File: config.mk
export PLATFORM = sky130hd
export DESIGN_NAME = uart_rx_param
export DESIGN_NICKNAME = d
export VERILOG_FILES = /design/src/rtl/uart_pkg.sv /design/src/rtl/uart_sync_2ff.sv /design/src/rtl/uart_rx_param.sv
export SDC_FILE = /design/constraint.sdc
export NUM_CORES = 1
export LEC_CHECK = 0
export CAP_MARGIN = 20
export CORE_ASPECT_RATIO = 0.75
export CORE_MARGIN = 1.5
export CORE_UTILIZATION = 40
export DETAILED_ROUTE_END_ITERATION = 10
export PLACE_DENSITY = 0.59
export SYNTH_ARGS = -nofsm -noshare
export SYNTH_HDL_FRONTEND = slang
export SYNTH_SLANG_ARGS = --single-unit
File: constraint.sdc
create_clock -name clk -period 2 [get_ports clk]
set_clock_uncertainty 0.15 [all_clocks]
set_input_delay 0.2 -clock clk [delete_from_list [all_inputs] [get_ports clk]]
set_output_delay 0.2 -clock clk [all_outputs]
set_load 0.02 [all_outputs]
File: src/rtl/uart_pkg.sv
// Shared UART definitions: FSM state encoding, parity-sense constants and
// parameter legality checks used by the TX and RX blocks.
package uart_pkg;

    typedef enum logic [2:0] {
        ST_IDLE,
        ST_START,
        ST_DATA,
        ST_PARITY,
        ST_STOP,
        ST_BREAK
    } uart_state_e;

    localparam bit PARITY_SENSE_EVEN = 1'b0;
    localparam bit PARITY_SENSE_ODD  = 1'b1;

    // True when the frame geometry is one the TX/RX datapaths support.
    function automatic bit uart_cfg_ok(
        input int unsigned data_bits,
        input int unsigned oversample,
        input int unsigned stop_bits,
        input int unsigned parity_odd
    );
        return (data_bits >= 5) && (data_bits <= 9) &&
               (oversample >= 8) && ((oversample % 2) == 0) &&
               ((stop_bits == 1) || (stop_bits == 2)) &&
               (parity_odd <= 1);
    endfunction

endpackage

File: src/rtl/uart_sync_2ff.sv
// Two-flop synchroniser for asynchronous single-bit inputs; RST_VAL sets the
// value both stages take in reset (1 for an idle-high serial line).
module uart_sync_2ff #(
    parameter bit RST_VAL = 1'b0
) (
    input  logic clk,
    input  logic rst,
    input  logic d,
    output logic q
);

    logic meta_q;
    logic sync_q;

    always_ff @(posedge clk or posedge rst) begin
        if (rst) begin
            meta_q <= RST_VAL;
            sync_q <= RST_VAL;
        end else begin
            meta_q <= d;
            sync_q <= meta_q;
        end
    end

    assign q = sync_q;

endmodule

File: src/rtl/uart_rx_param.sv
// Oversampled UART receiver with one-word valid/ready holding register.
// Define UART_RX_PARITY_EN to expect and check one parity bit after the data.
module uart_rx_param
    import uart_pkg::*;
#(
    parameter int unsigned DATA_BITS  = 8,
    parameter int unsigned OVERSAMPLE = 16,
    parameter int unsigned STOP_BITS  = 1,
    parameter int unsigned PARITY_ODD = 0
) (
    input  logic                 clk,
    input  logic                 rst,
    input  logic                 s_tick,
    input  logic                 rx,
    output logic [DATA_BITS-1:0] dout,
    output logic                 dout_valid,
    input  logic                 dout_ready,
    output logic                 frame_err,
    output logic                 parity_err,
    output logic                 overrun,
    output logic                 busy
);

    localparam int unsigned CNT_W = $clog2(OVERSAMPLE);
    localparam int unsigned BIT_W = $clog2(DATA_BITS);
    localparam logic [CNT_W-1:0] CNT_HALF  = CNT_W'(OVERSAMPLE / 2 - 1);
    localparam logic [CNT_W-1:0] CNT_LAST  = CNT_W'(OVERSAMPLE - 1);
    localparam logic [BIT_W-1:0] BIT_LAST  = BIT_W'(DATA_BITS - 1);
    localparam logic [BIT_W-1:0] STOP_LAST = BIT_W'(STOP_BITS - 1);

    if (!uart_cfg_ok(DATA_BITS, OVERSAMPLE, STOP_BITS, PARITY_ODD)) begin : g_bad_cfg
        $error("uart_rx_param: unsupported DATA_BITS/OVERSAMPLE/STOP_BITS/PARITY_ODD");
    end

    uart_state_e          state_q, state_d;
    logic [CNT_W-1:0]     cnt_q, cnt_d;
    logic [BIT_W-1:0]     bit_q, bit_d;
    logic [DATA_BITS-1:0] shift_q, shift_d;
    logic                 ferr_acc_q, ferr_acc_d;
    logic                 perr_acc_q, perr_acc_d;
    logic                 deliver_c;
    logic [DATA_BITS-1:0] dout_q, dout_d;
    logic                 valid_q, valid_d;
    logic                 frame_err_q, frame_err_d;
    logic                 parity_err_q, parity_err_d;
    logic                 overrun_q, overrun_d;
    logic                 busy_q, busy_d;
    logic                 rx_sync;

    uart_sync_2ff #(.RST_VAL(1'b1)) u_rx_sync (
        .clk (clk),
        .rst (rst),
        .d   (rx),
        .q   (rx_sync)
    );

    // State and datapath registers.
    always_ff @(posedge clk or posedge rst) begin
        if (rst) begin
            state_q      <= ST_IDLE;
            cnt_q        <= '0;
            bit_q        <= '0;
            shift_q      <= '0;
            ferr_acc_q   <= 1'b0;
            perr_acc_q   <= 1'b0;
            dout_q       <= '0;
            valid_q      <= 1'b0;
            frame_err_q  <= 1'b0;
            parity_err_q <= 1'b0;
            overrun_q    <= 1'b0;
            busy_q       <= 1'b0;
        end else begin
            state_q      <= state_d;
            cnt_q        <= cnt_d;
            bit_q        <= bit_d;
            shift_q      <= shift_d;
            ferr_acc_q   <= ferr_acc_d;
            perr_acc_q   <= perr_acc_d;
            dout_q       <= dout_d;
            valid_q      <= valid_d;
            frame_err_q  <= frame_err_d;
            parity_err_q <= parity_err_d;
            overrun_q    <= overrun_d;
            busy_q       <= busy_d;
        end
    end

    // Next-state: counters only move on s_tick and restart on each state entry.
    always_comb begin
        state_d    = state_q;
        cnt_d      = cnt_q;
        bit_d      = bit_q;
        shift_d    = shift_q;
        ferr_acc_d = ferr_acc_q;
        perr_acc_d = perr_acc_q;
        deliver_c  = 1'b0;
        case (state_q)
            ST_IDLE: begin
                if (s_tick && !rx_sync) begin
                    state_d = ST_START;
                    cnt_d   = '0;
                end
            end
            ST_START: begin
                if (s_tick) begin
                    if (cnt_q == CNT_HALF) begin
                        cnt_d   = '0;
                        bit_d   = '0;
                        state_d = rx_sync ? ST_IDLE : ST_DATA;
                    end else begin
                        cnt_d = cnt_q + CNT_W'(1);
                    end
                end
            end
            ST_DATA: begin
                if (s_tick) begin
                    if (cnt_q == CNT_LAST) begin
                        cnt_d   = '0;
                        shift_d = {rx_sync, shift_q[DATA_BITS-1:1]};
                        if (bit_q == BIT_LAST) begin
                            bit_d      = '0;
                            ferr_acc_d = 1'b0;
                            perr_acc_d = 1'b0;
`ifdef UART_RX_PARITY_EN
                            state_d    = ST_PARITY;
`else
                            state_d    = ST_STOP;
`endif
                        end else begin
                            bit_d = bit_q + BIT_W'(1);
                        end
                    end else begin
                        cnt_d = cnt_q + CNT_W'(1);
                    end
                end
            end
`ifdef UART_RX_PARITY_EN
            ST_PARITY: begin
                if (s_tick) begin
                    if (cnt_q == CNT_LAST) begin
                        cnt_d      = '0;
                        perr_acc_d = ((^shift_q) ^ rx_sync) != PARITY_ODD[0];
                        state_d    = ST_STOP;
                    end else begin
                        cnt_d = cnt_q + CNT_W'(1);
                    end
                end
            end
`endif
            ST_STOP: begin
                if (s_tick) begin
                    if (cnt_q == CNT_LAST) begin
                        cnt_d      = '0;
                        ferr_acc_d = ferr_acc_q | ~rx_sync;
                        if (bit_q == STOP_LAST) begin
                            bit_d     = '0;
                            deliver_c = 1'b1;
                            state_d   = rx_sync ? ST_IDLE : ST_BREAK;
                        end else begin
                            bit_d = bit_q + BIT_W'(1);
                        end
                    end else begin
                        cnt_d = cnt_q + CNT_W'(1);
                    end
                end
            end
            ST_BREAK: begin
                if (s_tick && rx_sync) begin
                    state_d = ST_IDLE;
                    cnt_d   = '0;
                end
            end
            default: begin
                state_d = ST_IDLE;
                cnt_d   = '0;
            end
        endcase
    end

    // Holding register: load when empty or being drained this clk, else overrun.
    always_comb begin
        dout_d       = dout_q;
        valid_d      = valid_q;
        frame_err_d  = frame_err_q;
        parity_err_d = parity_err_q;
        overrun_d    = 1'b0;
        busy_d       = (state_d != ST_IDLE);
        if (deliver_c) begin
            if (!valid_q || dout_ready) begin
                dout_d       = shift_q;
                valid_d      = 1'b1;
                frame_err_d  = ferr_acc_d;
                parity_err_d = perr_acc_d;
            end else begin
                overrun_d = 1'b1;
            end
        end else if (valid_q && dout_ready) begin
            valid_d = 1'b0;
        end
    end

    assign dout       = dout_q;
    assign dout_valid = valid_q;
    assign frame_err  = frame_err_q;
    assign parity_err = parity_err_q;
    assign overrun    = overrun_q;
    assign busy       = busy_q;

endmodule
==> impl_metrics.ini <==
[status]
status = complete, no violations

[synthesis]
synth_area_sq_um = 1760
yosys-top-cells-count = 33 x dfrtp_1, 19 x mux2_2, 6 x inv_1
netlist-cell-type-count = 51
seq_area_frac_synth = 0.499
synth_edf_count = 0
synth_area_per_cell_sq_um = 12.3
synthTopCellsByArea = dfrtp_1 47%, mux2_2 12%, dfstp_2 3.0%
synth.largest_area_cell = dfrtp_1
synth_fp_nets = 152
ys_seq_elements = 35
ys_warn_count = 0
netlist_instances = 143
synth_ff_type = dfrtp_1
synth_most_common_cell = dfrtp_1
synthArstFlopShare = 1.00
synth_top_area_frac = 0.469

[detailed_routing]
drtIter0Drc = 129
drc = 0
antenna_left = 0
avgViaCountPerCell = 5.23
wl_um = 3350
drt_first_pass_iters = 4
wire_per_inst_um = 14.5
num_vias = 1202

[final_layout]
nets = 183
antenna_cells = 0
n_fill_cell = 371
syn_to_final_growth_pct = 24.1
final_util = 0.529
fin_cells = 230
fin_area_sq_um = 2180
multiInputGateArea_sq_um = 815
drive_gt1_frac = 0.349
regArea_sq_um = 878

[clock_network]
cts_buffers = 5
cts_buffer_depth = 2
htreeDepth = 2
clock_sinks = 35
path_clk_slew_ns = 0.07
cts-root-buf = clkbuf_8
clk_latency_ns = 0.28
cts_tree = done

[die]
chipHeight_um = 60.5
start_util = 0.426
io_pins = 18
core_sq_um = 4130
die-area_sq_um = 4810
fp-row-count = 20
die_x_um = 79.6

[critical_path]
path_class = register to register
cp-end-kind = register
critPathMaxFanout = 6
worst_setup_path_start_kind = register
crit_required_ns = 2.00
critPathTopFamily = simple AND/OR/NAND/NOR gates
crit_path_top_delay_cell = dfrtp_1
timing.rr.start = cnt_q[0]
r2r_slack_ns = 0.08
cp.arrival_ns = 1.92
cp_num_buf_inv = 1
r2r-end = busy
reg2reg_depth = 6
slowest_delay_ns = 0.43
crit_path_cell_trace = ha_4 > and4_4 > buf_4 > a31o_2 > nand3_1 > or3b_1

[timing]
setup_violations = 0
fin_crit_sh = 0.961
period_minus_slack_ns = 1.92
hold_viol_final = 0
max_slew_margin = 0.711
drv_slew = 0
setup_ws_ns = 0.0789
worst_slew_pin_slew_ns = 0.433
fmax_ghz = 0.521

[place]
dp_hpwl_um = 2380
io_buffers = 17
dpl_worst_slack_ns = -0.0332
postPlaceCellArea_sq_um = 2060
dp.cells = 220
gp_congestion = 0.863

[flow_run]
drv_cap = 0

[hold_path]
hp-class = input port to asynchronous set/reset pin

[grt]
grt-ovfl-total = 0
antenna_found_initial = 0
grt_use_total = 0.157
grt_max_degree = 36
grt_pass1_vias = 1211
grt_pass1_wl_um = 5730

[power]
power.density_nw_per_um2 = 765
irDropWorstVdd_uv = 405
p_leak_nw = 1.01
report.power.total_mw = 1.67
==> placed cells by master (no fill, tap or decap), types with 3 or more instances in the layout <==
cell type and n:
a31oi_1 4, buf_4 13, clkbuf_8 5, clkdlybuf4s50_1 17, dfrtp_1 33, ha_1 3, inv_1 6, mux2_2 19
nand2_1 4, nand3_1 3, nor2_1 5, nor3_1 3, o21ai_0 5
==> final cells by class <==
type,count,share of cell area
clock inverters,1,0.00229
clock buffers,7,0.0349
repair buffers,33,0.146
inverters,6,0.0103
well taps,55,0.0315
multi-input cells,93,0.373
flip-flops and latches,35,0.402
==> worst max-delay path by stage <==
stage / from / cells past startpoint / slack (ns) / endpoint
global route: bit_q[0] / 7 / -0.01 / dout[4]
finish: cnt_q[0] / 6 / 0.08 / busy
global placement: s_tick / 6 / 0.01 / dout[0]
floorplan: cnt_q[0] / 7 / 0.09 / dout[0]
CTS: cnt_q[0] / 6 / 0.005 / dout[4]
detailed placement: s_tick / 6 / -0.03 / dout[4]
==> cell families after synthesis <==
logic type / count (synthesis) / share of synthesized area
AOI/OAI and AO/OA: 24 / 0.0988
muxes: 22 / 0.144
xor gates and xnor gates: 3 / 0.0149
and+or+nand+nor: 40 / 0.163
buffers and inverters: 15 / 0.0512
DFF: 35 / 0.499
adders and majority gates: 4 / 0.0284
==> tightest hold or removal path, cell delays in order <==
cell and delay [ns]:
clkdlybuf4s50_1 0.40, inv_1 0.05, buf_4 0.37
==> metal layers <==
layer / up-vias / track usage / wire length [um]
li1: 580 / - / -
met1: 598 / 0.216 / 1680
met2: 22 / 0.246 / 1540
met3: 2 / 0.0406 / 107
met4: 0 / 0.0476 / 16
met5: - / 0 / 0
==> sequential cells by signal (all words and copies together) (netlist names), 3 cells and up <==
signal and count:
dout 8, shift_q 8, cnt_q 4, bit_q 3, state_q 3
==> stage by stage <==
step / TNS [ns] / hold WS [ns]
CTS: 0 / 0.168
global route: -0.0284 / 0.173
detailed placement: -0.139 / 0.198
finish: 0 / 0.168
floorplan: 0 / 0.0545
global placement: 0 / 0.196
==> power breakdown <==
part	internal (mW)	switching [mW]	leakage [nW]
Combinational	0.211	0.161	0.503
Sequential	0.758	0.0662	0.461
Clock	0.244	0.232	0.0422
==> repair_timing <==
action	4_1_cts	5_1_grt
gates resized for setup	0	6
setup buffers	0	2
setup endpoints to repair	0	22
hold buffers	0	0
Note: power is estimated with default switching activity, not from simulation.
